## src/rtl/mem_port_arbiter.sv

```systemverilog
// mem_port_arbiter
//   Shares one slow-memory line port between the I-cache and D-cache miss and
//   write-back interfaces. One side is granted at a time. Its read, write, addr
//   and wdata go to the memory, and mem_ready is returned only to that side.
//   rdata is broadcast to both sides. Contention is resolved round-robin.
//   A sticky err flag is raised when a grant waits TIMEOUT cycles for mem_ready.
// Ports
//   clk, rst                   rising-edge clock; asynchronous active-high reset
//   i_read/i_write/i_addr/i_wdata, i_ready   I-side request and completion pulse
//   d_read/d_write/d_addr/d_wdata, d_ready   D-side request and completion pulse
//   rdata                      mem_rdata, broadcast to both sides
//   mem_read/mem_write/mem_addr/mem_wdata    toward slow memory
//   mem_rdata/mem_ready        from slow memory
//   gnt_i, gnt_d               current grant
//   err                        sticky timeout flag
module mem_port_arbiter #(
  parameter int unsigned ADDR_W  = 28,
  parameter int unsigned DATA_W  = 128,
  parameter int unsigned TIMEOUT = 1023,
  parameter int unsigned CNT_W   = 10
) (
  input  logic              clk,
  input  logic              rst,
  input  logic              i_read,
  input  logic              i_write,
  input  logic [ADDR_W-1:0] i_addr,
  input  logic [DATA_W-1:0] i_wdata,
  output logic              i_ready,
  input  logic              d_read,
  input  logic              d_write,
  input  logic [ADDR_W-1:0] d_addr,
  input  logic [DATA_W-1:0] d_wdata,
  output logic              d_ready,
  output logic [DATA_W-1:0] rdata,
  output logic              mem_read,
  output logic              mem_write,
  output logic [ADDR_W-1:0] mem_addr,
  output logic [DATA_W-1:0] mem_wdata,
  input  logic [DATA_W-1:0] mem_rdata,
  input  logic              mem_ready,
  output logic              gnt_i,
  output logic              gnt_d,
  output logic              err
);

  typedef enum logic [1:0] {IDLE, GNT_I, GNT_D} state_e;

  localparam logic [CNT_W-1:0] CNT_MAX = CNT_W'(TIMEOUT);

  state_e           state_q, state_d;
  logic             last_d_q, last_d_d;   // 1 when the most recent grant went to D
  logic [CNT_W-1:0] cnt_q, cnt_d;
  logic             err_q, err_d;
  logic             req_i, req_d;

  assign req_i = i_read | i_write;
  assign req_d = d_read | d_write;

  always_comb begin
    state_d  = state_q;
    last_d_d = last_d_q;
    cnt_d    = cnt_q;
    unique case (state_q)
      IDLE: begin
        cnt_d = '0;
        if (req_i && req_d) begin
          state_d  = last_d_q ? GNT_I : GNT_D;
          last_d_d = ~last_d_q;
        end else if (req_i) begin
          state_d  = GNT_I;
          last_d_d = 1'b0;
        end else if (req_d) begin
          state_d  = GNT_D;
          last_d_d = 1'b1;
        end
      end
      GNT_I, GNT_D: begin
        // Saturating wait counter; with TIMEOUT==0 it stays at 0.
        if (!mem_ready && (cnt_q != CNT_MAX)) begin
          cnt_d = cnt_q + CNT_W'(1);
        end
        if (mem_ready || ((state_q == GNT_I) ? !req_i : !req_d)) begin
          state_d = IDLE;
        end
      end
      default: state_d = IDLE;
    endcase
    err_d = err_q | ((TIMEOUT != 0) && (cnt_d == CNT_MAX));
  end

  always_ff @(posedge clk or posedge rst) begin
    if (rst) begin
      state_q  <= IDLE;
      last_d_q <= 1'b0;
      cnt_q    <= '0;
      err_q    <= 1'b0;
    end else begin
      state_q  <= state_d;
      last_d_q <= last_d_d;
      cnt_q    <= cnt_d;
      err_q    <= err_d;
    end
  end

  // Data path is a mux on the state register, so mem_ready reaches x_ready in
  // the same cycle and a reset clears every control output at once.
  always_comb begin
    mem_read  = 1'b0;
    mem_write = 1'b0;
    mem_addr  = '0;
    mem_wdata = '0;
    i_ready   = 1'b0;
    d_ready   = 1'b0;
    unique case (state_q)
      GNT_I: begin
        mem_write = i_write;
        mem_read  = i_read & ~i_write;
        mem_addr  = i_addr;
        mem_wdata = i_wdata;
        i_ready   = mem_ready;
      end
      GNT_D: begin
        mem_write = d_write;
        mem_read  = d_read & ~d_write;
        mem_addr  = d_addr;
        mem_wdata = d_wdata;
        d_ready   = mem_ready;
      end
      default: ;
    endcase
  end

  assign gnt_i = (state_q == GNT_I);
  assign gnt_d = (state_q == GNT_D);
  assign err   = err_q;
  assign rdata = mem_rdata;

endmodule

```

## config.mk

```make
export PLATFORM = sky130hd
export DESIGN_NAME = mem_port_arbiter
export DESIGN_NICKNAME = d
export VERILOG_FILES = /design/src/rtl/mem_port_arbiter.sv
export SDC_FILE = /design/constraint.sdc
export NUM_CORES = 1
export LEC_CHECK = 0
export BUFFER_PORTS_ARGS = -buffer_cell sky130_fd_sc_hd__buf_2
export CAP_MARGIN = 40
export CORE_AREA = 2 2 284 286
export CTS_CLUSTER_DIAMETER = 30
export DETAILED_ROUTE_END_ITERATION = 8
export DIE_AREA = 0 0 286 288
export GPL_TIMING_DRIVEN = 0
export PLACE_DENSITY_LB_ADDON = 0.12
export SLEW_MARGIN = 25
export SYNTH_ARGS = -nofsm -noshare
export SYNTH_HDL_FRONTEND = slang
export SYNTH_SLANG_ARGS = --single-unit
```

## constraint.sdc

```tcl
create_clock -name clk -period 5.4 [get_ports clk]
set_input_delay 0.54 -clock clk [delete_from_list [all_inputs] [get_ports clk]]
set_output_delay 0.54 -clock clk [all_outputs]
set_load 0.02 [all_outputs]
```

# Word-level counts from Yosys, hierarchy flattened
# Index checks and enable logic that the tools add are counted.
[word_totals]
elab_cells = 48
ff_bits = 14
input_bits = 447
output_inout_bits = 291
[classes]
n_reduce_logical = 11
bitwise = 8
muxes = 18
add_sub_neg = 1
eq_ne = 6
[op_table]
columns = ["operator", "count"]
rows = [
  ["128-bit case mux with 2 select lines", 1],
  ["28-bit case mux with 2 select lines", 1],
  ["10-bit case mux with 2 select lines", 1],
  ["10-bit by 1-bit adder with 10-bit output, second input constant", 1],
  ["10-bit equality test, second input constant", 1],
  ["10-bit 2-to-1 mux", 1],
  ["2-bit 2-to-1 mux", 5],
  ["10-bit inequality test, second input constant", 1],
  ["1-bit 2-to-1 mux", 6],
  ["4-bit inequality test, second input constant", 1],
  ["1-bit case mux with 2 select lines", 2],
  ["2-bit case mux with 2 select lines", 1],
  ["2-bit AND reduction", 2],
  ["1-bit zero test", 3],
  ["1-bit NOT", 3],
  ["1-bit bitwise OR", 3],
  ["3-bit nonzero test", 1],
  ["1-bit AND", 2],
  ["2-bit by 1-bit equality test with 1-bit output, second input constant", 1],
  ["2-bit equality test, second input constant", 1],
  ["1-bit logical AND", 2],
  ["2-bit zero test", 1],
  ["2-bit inequality test, second input constant", 1],
  ["2-bit OR reduction", 1],
  ["1-bit logical OR", 1],
]

# Logic depth before layout (Yosys ltp)
# Gate-level depths: netlist of the first run.
[logic_depth]
ltp_word = 6
depth_mapped = 7
depth_no_buf = 7

# Worst setup path after synthesis of the first run
# Ideal clock, no wire load.
[synth_path]
path_kind = "register to output"
from = "register state_q[0]"
to = "output port mem_write"
stages_incl_launch_ff = 8
setup_slack_ns = 2.907
required_time_ns = 4.860
n_path_buf = 3
arrival_time_ns = 1.953
path_cell_list = "dfrtp_1 -> inv_1 -> ha_1 -> clkbuf_1 -> clkbuf_1 -> buf_1 -> a22oi_1 -> nor2_1"
[synth_between]
elab_chain_len = 2
word_cells_on_any_way = 3
classes_between = "eq/ne (2); mux (1)"
[synth_rtl]
columns = ["element", "line_no", "text"]
rows = [
  ["from (decl)", "50", "state_e state_q, state_d;"],
  ["from (signal assigned)", "98", "state_q <= state_d;"],
  ["2-bit equality test", "n/a", ""],
  ["named net gnt_d", "42", "output logic gnt_d,"],
  ["1-bit case mux with 2 select lines", "114", "unique case (state_q)"],
  ["to (decl)", "36", "output logic mem_write,"],
]
# The timed path passes the listed nets, and every way through them passes these cells.

# Worst setup path after layout of the first run
[layout_path]
from = "register state_q[1]"
to = "output port mem_wdata[96]"
[layout_between]
elab_chain_len = 2
word_cells_on_any_way = 3
classes_between = "eq/ne (2); mux (1)"
[layout_rtl]
columns = ["element", "line_no", "text"]
rows = [
  ["2-bit equality test / 2-bit by 1-bit equality test with 1-bit output (equally long branches)", "114", ""],
  ["128-bit case mux with 2 select lines *", "114", ""],
  ["to (decl)", "38", "output logic [DATA_W-1:0] mem_wdata,"],
]
# Mark *: on every way between the ends. The rest lies on a longest branch, timed or not.

==> results of run 1 <==
report_power, final:
part,switching (mW),internal (mW)
Sequential,0.0161,0.121
Clock,0.0486,0.113
Combinational,2.02,0.860
Total,2.08,1.09
state kept, by name (all words and copies together), names as in the netlist:
signal,count
state_q,2
err,1
cnt_q,10
last_d_q,1
worst paths after layout:
check / startpoint / end / slack (ns)
max in group asynchronous: rst / cnt_q[2] / 4.64
worst min-delay path: rst / state_q[0] / 0.36
worst max-delay path: state_q[1] / mem_wdata[96] / 1.73
worst max register to register: state_q[0] / err / 3.23
worst min register to register: err / err / 0.49
min in group clk: err / err / 0.49
worst max-delay path, stage by stage, from the launching register on:
cell,delay [ns]
dfrtp_1,0.40
inv_1,0.11
ha_1,0.17
buf_2,0.29
clkbuf_2,0.44
clkbuf_1,0.60
a22oi_1,0.20
nor2_1,0.36
buf_2,0.27
cells in the final DEF (no fill, tap or decap), types with 3 or more instances in the layout:
master / count
diode_2: 3
dfrtp_1: 14
nand3_1: 8
inv_1: 3
xor2_1: 3
clkbuf_1: 43
a21oi_1: 7
and2_1: 4
buf_2: 611
nand2_1: 6
nor2_1: 168
buf_1: 5
o21ai_0: 5
and4_1: 3
a22oi_1: 157
ha_1: 5
clkbuf_16: 3
clkbuf_2: 4
buf_4: 130
stage by stage:
stage               std cells  hold WS (ns)  setup slack (ns)  cell area, um2
finish                   2277         0.362              1.73            8390
global route             2275         0.433              1.24            8380
CTS                      2274         0.400              1.37            8380
detailed placement       2270         0.482              1.64            8290
global placement         2267         0.462              1.29            8260
floorplan                 598         0.429              2.91            3880
cell type report:
class | count | share of cell area
tap | 1060 | 0.158
sequential | 14 | 0.0418
inverter | 4 | 0.00179
buffer | 183 | 0.140
multi-input combinational | 397 | 0.279
timing repair buffer | 612 | 0.367
clock buffer | 4 | 0.0106
antenna | 3 | 0.000895
cell families (layout without fill, tap and decap cells):
family | count (synthesis) | after routing | share of synthesized area
mux | 1 | 1 | 0.00354
xor+xnor | 4 | 4 | 0.00902
simple gates | 206 | 206 | 0.226
buf+inv | 187 | 803 | 0.306
other cells | 0 | 3 | 0
compound gates | 181 | 181 | 0.349
fa+ha+maj | 5 | 5 | 0.0161
flops | 14 | 14 | 0.0902
routing by layer:
layer | up-vias | wire, um
li1 | 3249 | -
met1 | 3125 | 13600
met2 | 354 | 20400
met3 | 20 | 2640
met4 | 0 | 617
met5 | - | 0
==> run_results.csv, run 1 <==
group,metric,value,unit
synth,avgSynthCellArea,6.49,um2
clock_tree,cts_setup_buffers,0,
detailed_routing,drc,0,
global_routing,grtUsageMet3,0.0178,
sta,tns,0,ns
clock_tree,cts_root_buf,"clkbuf_16",
clock_tree,cts-buffers-inserted,3,
clock_tree,htree_levels,1,
floorplanning,die_w,286,um
clock_tree,insertion_delay,0.25,ns
floorplanning,die_area,0.0824,mm2
worst_hold_path,worst_hold_path_type,"in2async",
synth,synthTopCellsByCount,"168 x nor2_1, 157 x a22oi_1, 129 x buf_4, 47 x clkbuf_1, 14 x dfrtp_1",
final_layout,finish.utilization,0.105,
detailed_routing,routed_wl,37.3,mm
setup_path,rr_worst_depth,8,
global_routing,grt_max_degree,15,
global_routing,antenna_found_initial,3,
detailed_routing,drt-initial-drc-count,266,
synth,synthCells,598,
detailed_routing,via_per_inst,2.96,
synth,synth.distinct_cells,40,
sta,slew_viol_final,0,
sta,post-route-period-util,0.679,
sta,hold_viol,0,
sta,slew_headroom,0.457,
final_layout,nets,1667,
final_layout,regArea,350,um2
placed_design,place.gp.congestion,0.815,
detailed_routing,drt-wirelength-per-cell,16.4,um
sta,setup_viol,0,
clock_tree,clock_sinks,14,
synth,syn-cell-area,0.00388,mm2
synth,yosys_register_bits,14,
clock_tree,ctsHoldBuffers,0,
global_routing,grt-busiest-layer,"met2",
setup_path,worst_ep_required_time,4.86,ns
synth,synth-edff-count,0,
setup_path,end_kind,"primary output",
global_routing,grt_usage,0.0819,
synth,seq_area_frac_synth,0.0902,
sta,worst_pin_slew,0.815,ns
pwr,irDropWorstVdd,0.194,mV
synth,synth_top_area_frac,0.303,
pwr,p_per_area,378,mW/mm2
global_routing,grt_pass1_vias,6844,
floorplanning,initial_core_util,0.0488,
pwr,cellLeakagePower,4.33,nW
sta,period_needed,3.67,ns
sta,grt_setup_unrepaired,"false",
placed_design,place_hpwl,33.3,mm
synth,yosysWarnings,0,
clock_tree,path_clk_slew,0.05,ns
clock_tree,ctsResizeCount,0,
setup_path,cp_max_fo,10,
synth,synth_nets,1050,
outcome,outcome,"finished, final reports clean",
floorplanning,coreArea,0.0796,mm2
sta,fmax,0.273,GHz
synth,ys_async_sr_fraction,1.00,
synth,synth_top_cell_by_area,"a22oi_1",
setup_path,cp_data_arrival_time,3.13,ns
final_layout,fill_cells,9558,
detailed_routing,drt_pass1_iterations,6,
setup_path,startpoint_type,"flop",
floorplanning,dieHeight,288,um
synth,ys.flop_type,"dfrtp_1",
floorplanning,rows,104,
floorplanning,ios,738,
clock_tree,cts.path.max_buffers,2,
setup_path,crit_type,"reg2out",
synth,synth_area_leaders,"a22oi_1 30%, buf_4 25%, nor2_1 16%",
final_layout,area_growth,116,%
detailed_routing,antenna_left,0,
pwr,totalPowerFinal,3.18,mW
flow_run,drv_cap,0,
global_routing,grt_use_met2,0.162,
detailed_routing,num_vias,6748,
placed_design,io_buffers,609,
final_layout,drive_above_1_share,0.625,
global_routing,grt_use_met1,0.0887,
sta,clock_skew,0.00152,ns
final_layout,multi_input_area,0.00234,mm2
global_routing,overflow,0,
global_routing,grt_pass1_wl,49.3,mm
clock_tree,cts_tree,"yes",
synth,synth.most_common_cell,"nor2_1",
No activity file was read; power rests on OpenSTA's default activity.
==> run 2, diff against run 1 <==
Settings changed: CORE_AREA 2 2 284 286 to 2 2 286 288, DIE_AREA 0 0 286 288 to 0 0 288 290.
Clock period 5.4 ns to 3.5 ns, I/O delays scaled along.
==> run_results.csv, run 2 (synthesized netlist as in run 1, its figures left out) <==
group,metric,value,unit
outcome,outcome,"finished, final reports clean",
floorplanning,coreArea,0.0802,mm2
setup_path,cp_common_cell,"buf_2",
final_layout,fill_cells,9622,
setup_path,cp_data_arrival_time,2.80,ns
sta,post-route-period-util,0.901,
setup_path,cp_slowest_stage_delay,0.45,ns
global_routing,overflow,0,
sta,grt_setup_unrepaired,"true",
setup_path,startpoint_type,"flop",
sta,hold_viol,0,
placed_design,detailed_place.area,0.00829,mm2
final_layout,layout_common_cells,"612 x buf_2, 168 x nor2_1, 157 x a22oi_1, 130 x buf_4, 37 x clkbuf_1",
detailed_routing,antenna_left,0,
final_layout,top_regs,"cnt_q: 10 flops, state_q: 2 flops",
clock_tree,ctsHoldBuffers,0,
floorplanning,rows,104,
final_layout,area_growth,116,%
placed_design,place_hpwl,37.7,mm
sta,period_needed,3.15,ns
sta,worst_pin_slew,0.691,ns
clock_tree,cts_root_buf,"clkbuf_16",
flow_run,drv_cap,0,
floorplanning,die_area,0.0835,mm2
floorplanning,die_w,288,um
final_layout,top_register,"cnt_q",
final_layout,largest_reg_flops,10,
final_layout,design_area,0.00838,mm2
pwr,irDropWorstVdd,0.144,mV
worst_hold_path,worst_hold_path_type,"in2async",
detailed_routing,drc,0,
clock_tree,insertion_delay,0.25,ns
clock_tree,clock_sinks,14,
setup_path,path_cells,"inv_1 -> ha_1 -> buf_2 -> buf_2 -> clkbuf_1 -> a22oi_1 -> nor2_1 -> buf_2",
clock_tree,cts_tree,"yes",
detailed_routing,via_per_inst,3.02,
floorplanning,ios,738,
clock_tree,cts-buffers-inserted,3,
setup_path,cp_max_fo,10,
global_routing,antenna_found_initial,6,
floorplanning,dieHeight,290,um
pwr,totalPowerFinal,4.99,mW
detailed_routing,routed_wl,41.2,mm
clock_tree,cts_setup_buffers,0,
sta,whs,0.176,ns
final_layout,final_common_cell,"buf_2",
global_routing,grt_pass1_wl,56.2,mm
final_layout,nets,1667,
global_routing,grt_pass1_vias,7392,
setup_path,crit_type,"reg2out",
final_layout,drive_above_1_share,0.630,
sta,slew_viol_final,0,
setup_path,worst_ep_required_time,3.15,ns
detailed_routing,drt_pass1_iterations,6,
pwr,cellLeakagePower,4.34,nW
setup_path,end_kind,"primary output",
detailed_routing,drt-wirelength-per-cell,18.1,um
sta,slew_headroom,0.539,
sta,setup_viol,0,
placed_design,place.gp.congestion,0.800,
clock_tree,htree_levels,1,
detailed_routing,drt-initial-drc-count,180,
setup_path,cpMaxStageDelayCell,"clkbuf_1",
placed_design,io_buffers,609,
sta,fmax,0.317,GHz
floorplanning,initial_core_util,0.0485,
clock_tree,cts.path.max_buffers,2,
detailed_routing,num_vias,6869,
sta,clock_skew,0.00197,ns
final_layout,num_antenna_cells,0,
global_routing,grt_max_degree,15,
pwr,p_per_area,596,mW/mm2
global_routing,grt_usage,0.0929,
sta,tns,0,ns
clock_tree,path_clk_slew,0.05,ns
==> run 2: cell type report <==
cell class              instances  area, um2  share of cell area
inverters                       4       15.0             0.00179
plain buffers                 183       1190               0.142
well taps                    1060       1330               0.158
multi-input cells             397       2340               0.280
flip-flops and latches         14        350              0.0418
repair buffers                612       3080               0.367
clock buffers                   3       75.1             0.00896
==> run 2: path summary, 6_finish.rpt <==
path,from,to,slack (ns),cells past startpoint
setup / recovery,state_q[1],mem_wdata[93],0.35,8
hold / removal,rst,state_q[1],0.18,2
setup reg to reg,state_q[0],err,1.27,8
hold reg to reg,err,err,0.51,1
max in group asynchronous,rst,cnt_q[7],2.93,2
min in group clk,d_read,state_q[0],0.51,4
==> run 2: power by group <==
group / total, mW / internal [mW] / leakage, nW / switching (mW)
combinational: 4.56 / 1.34 / 4.11 / 3.22
clock: 0.220 / 0.150 / 0.0370 / 0.0697
sequential: 0.211 / 0.188 / 0.190 / 0.0233
total: 4.99 / 1.67 / 4.34 / 3.32
==> run 2: what timing repair did <==
action	in CTS	in global routing
endpoints found under the setup margin	24	13
pin swaps	0	0
cloned	0	0
gates resized for setup	2	9
==> run 2: metrics by stage <==
stage	worst slack (ns)	util	instances
2_1_floorplan	1.20	-	598
3_3_place_gp	-0.289	0.103	2267
3_5_place_dp	-0.0245	0.103	2270
4_1_cts	0.0118	0.104	2273
5_1_grt	-0.00775	0.104	2273
6_report	0.345	0.104	2273
==> run 2: routing by layer <==
metal  vias up  track usage  wire (um)
li1       3237            -          -
met1      3240        0.100      15100
met2       373        0.188      22900
met3        15       0.0208       3080
met4         4      0.00417        131
met5         -            0         27
==> run 2: worst max-delay path: cells and delay by family, from the launching register on <==
kind,cells,cell delay [ns]
buffers and inverters,5,1.49
AND/OR/NAND/NOR,1,0.30
adder cells (fa/ha/maj),1,0.18
AO/OA/AOI/OAI,1,0.16
flip-flops,1,0.39
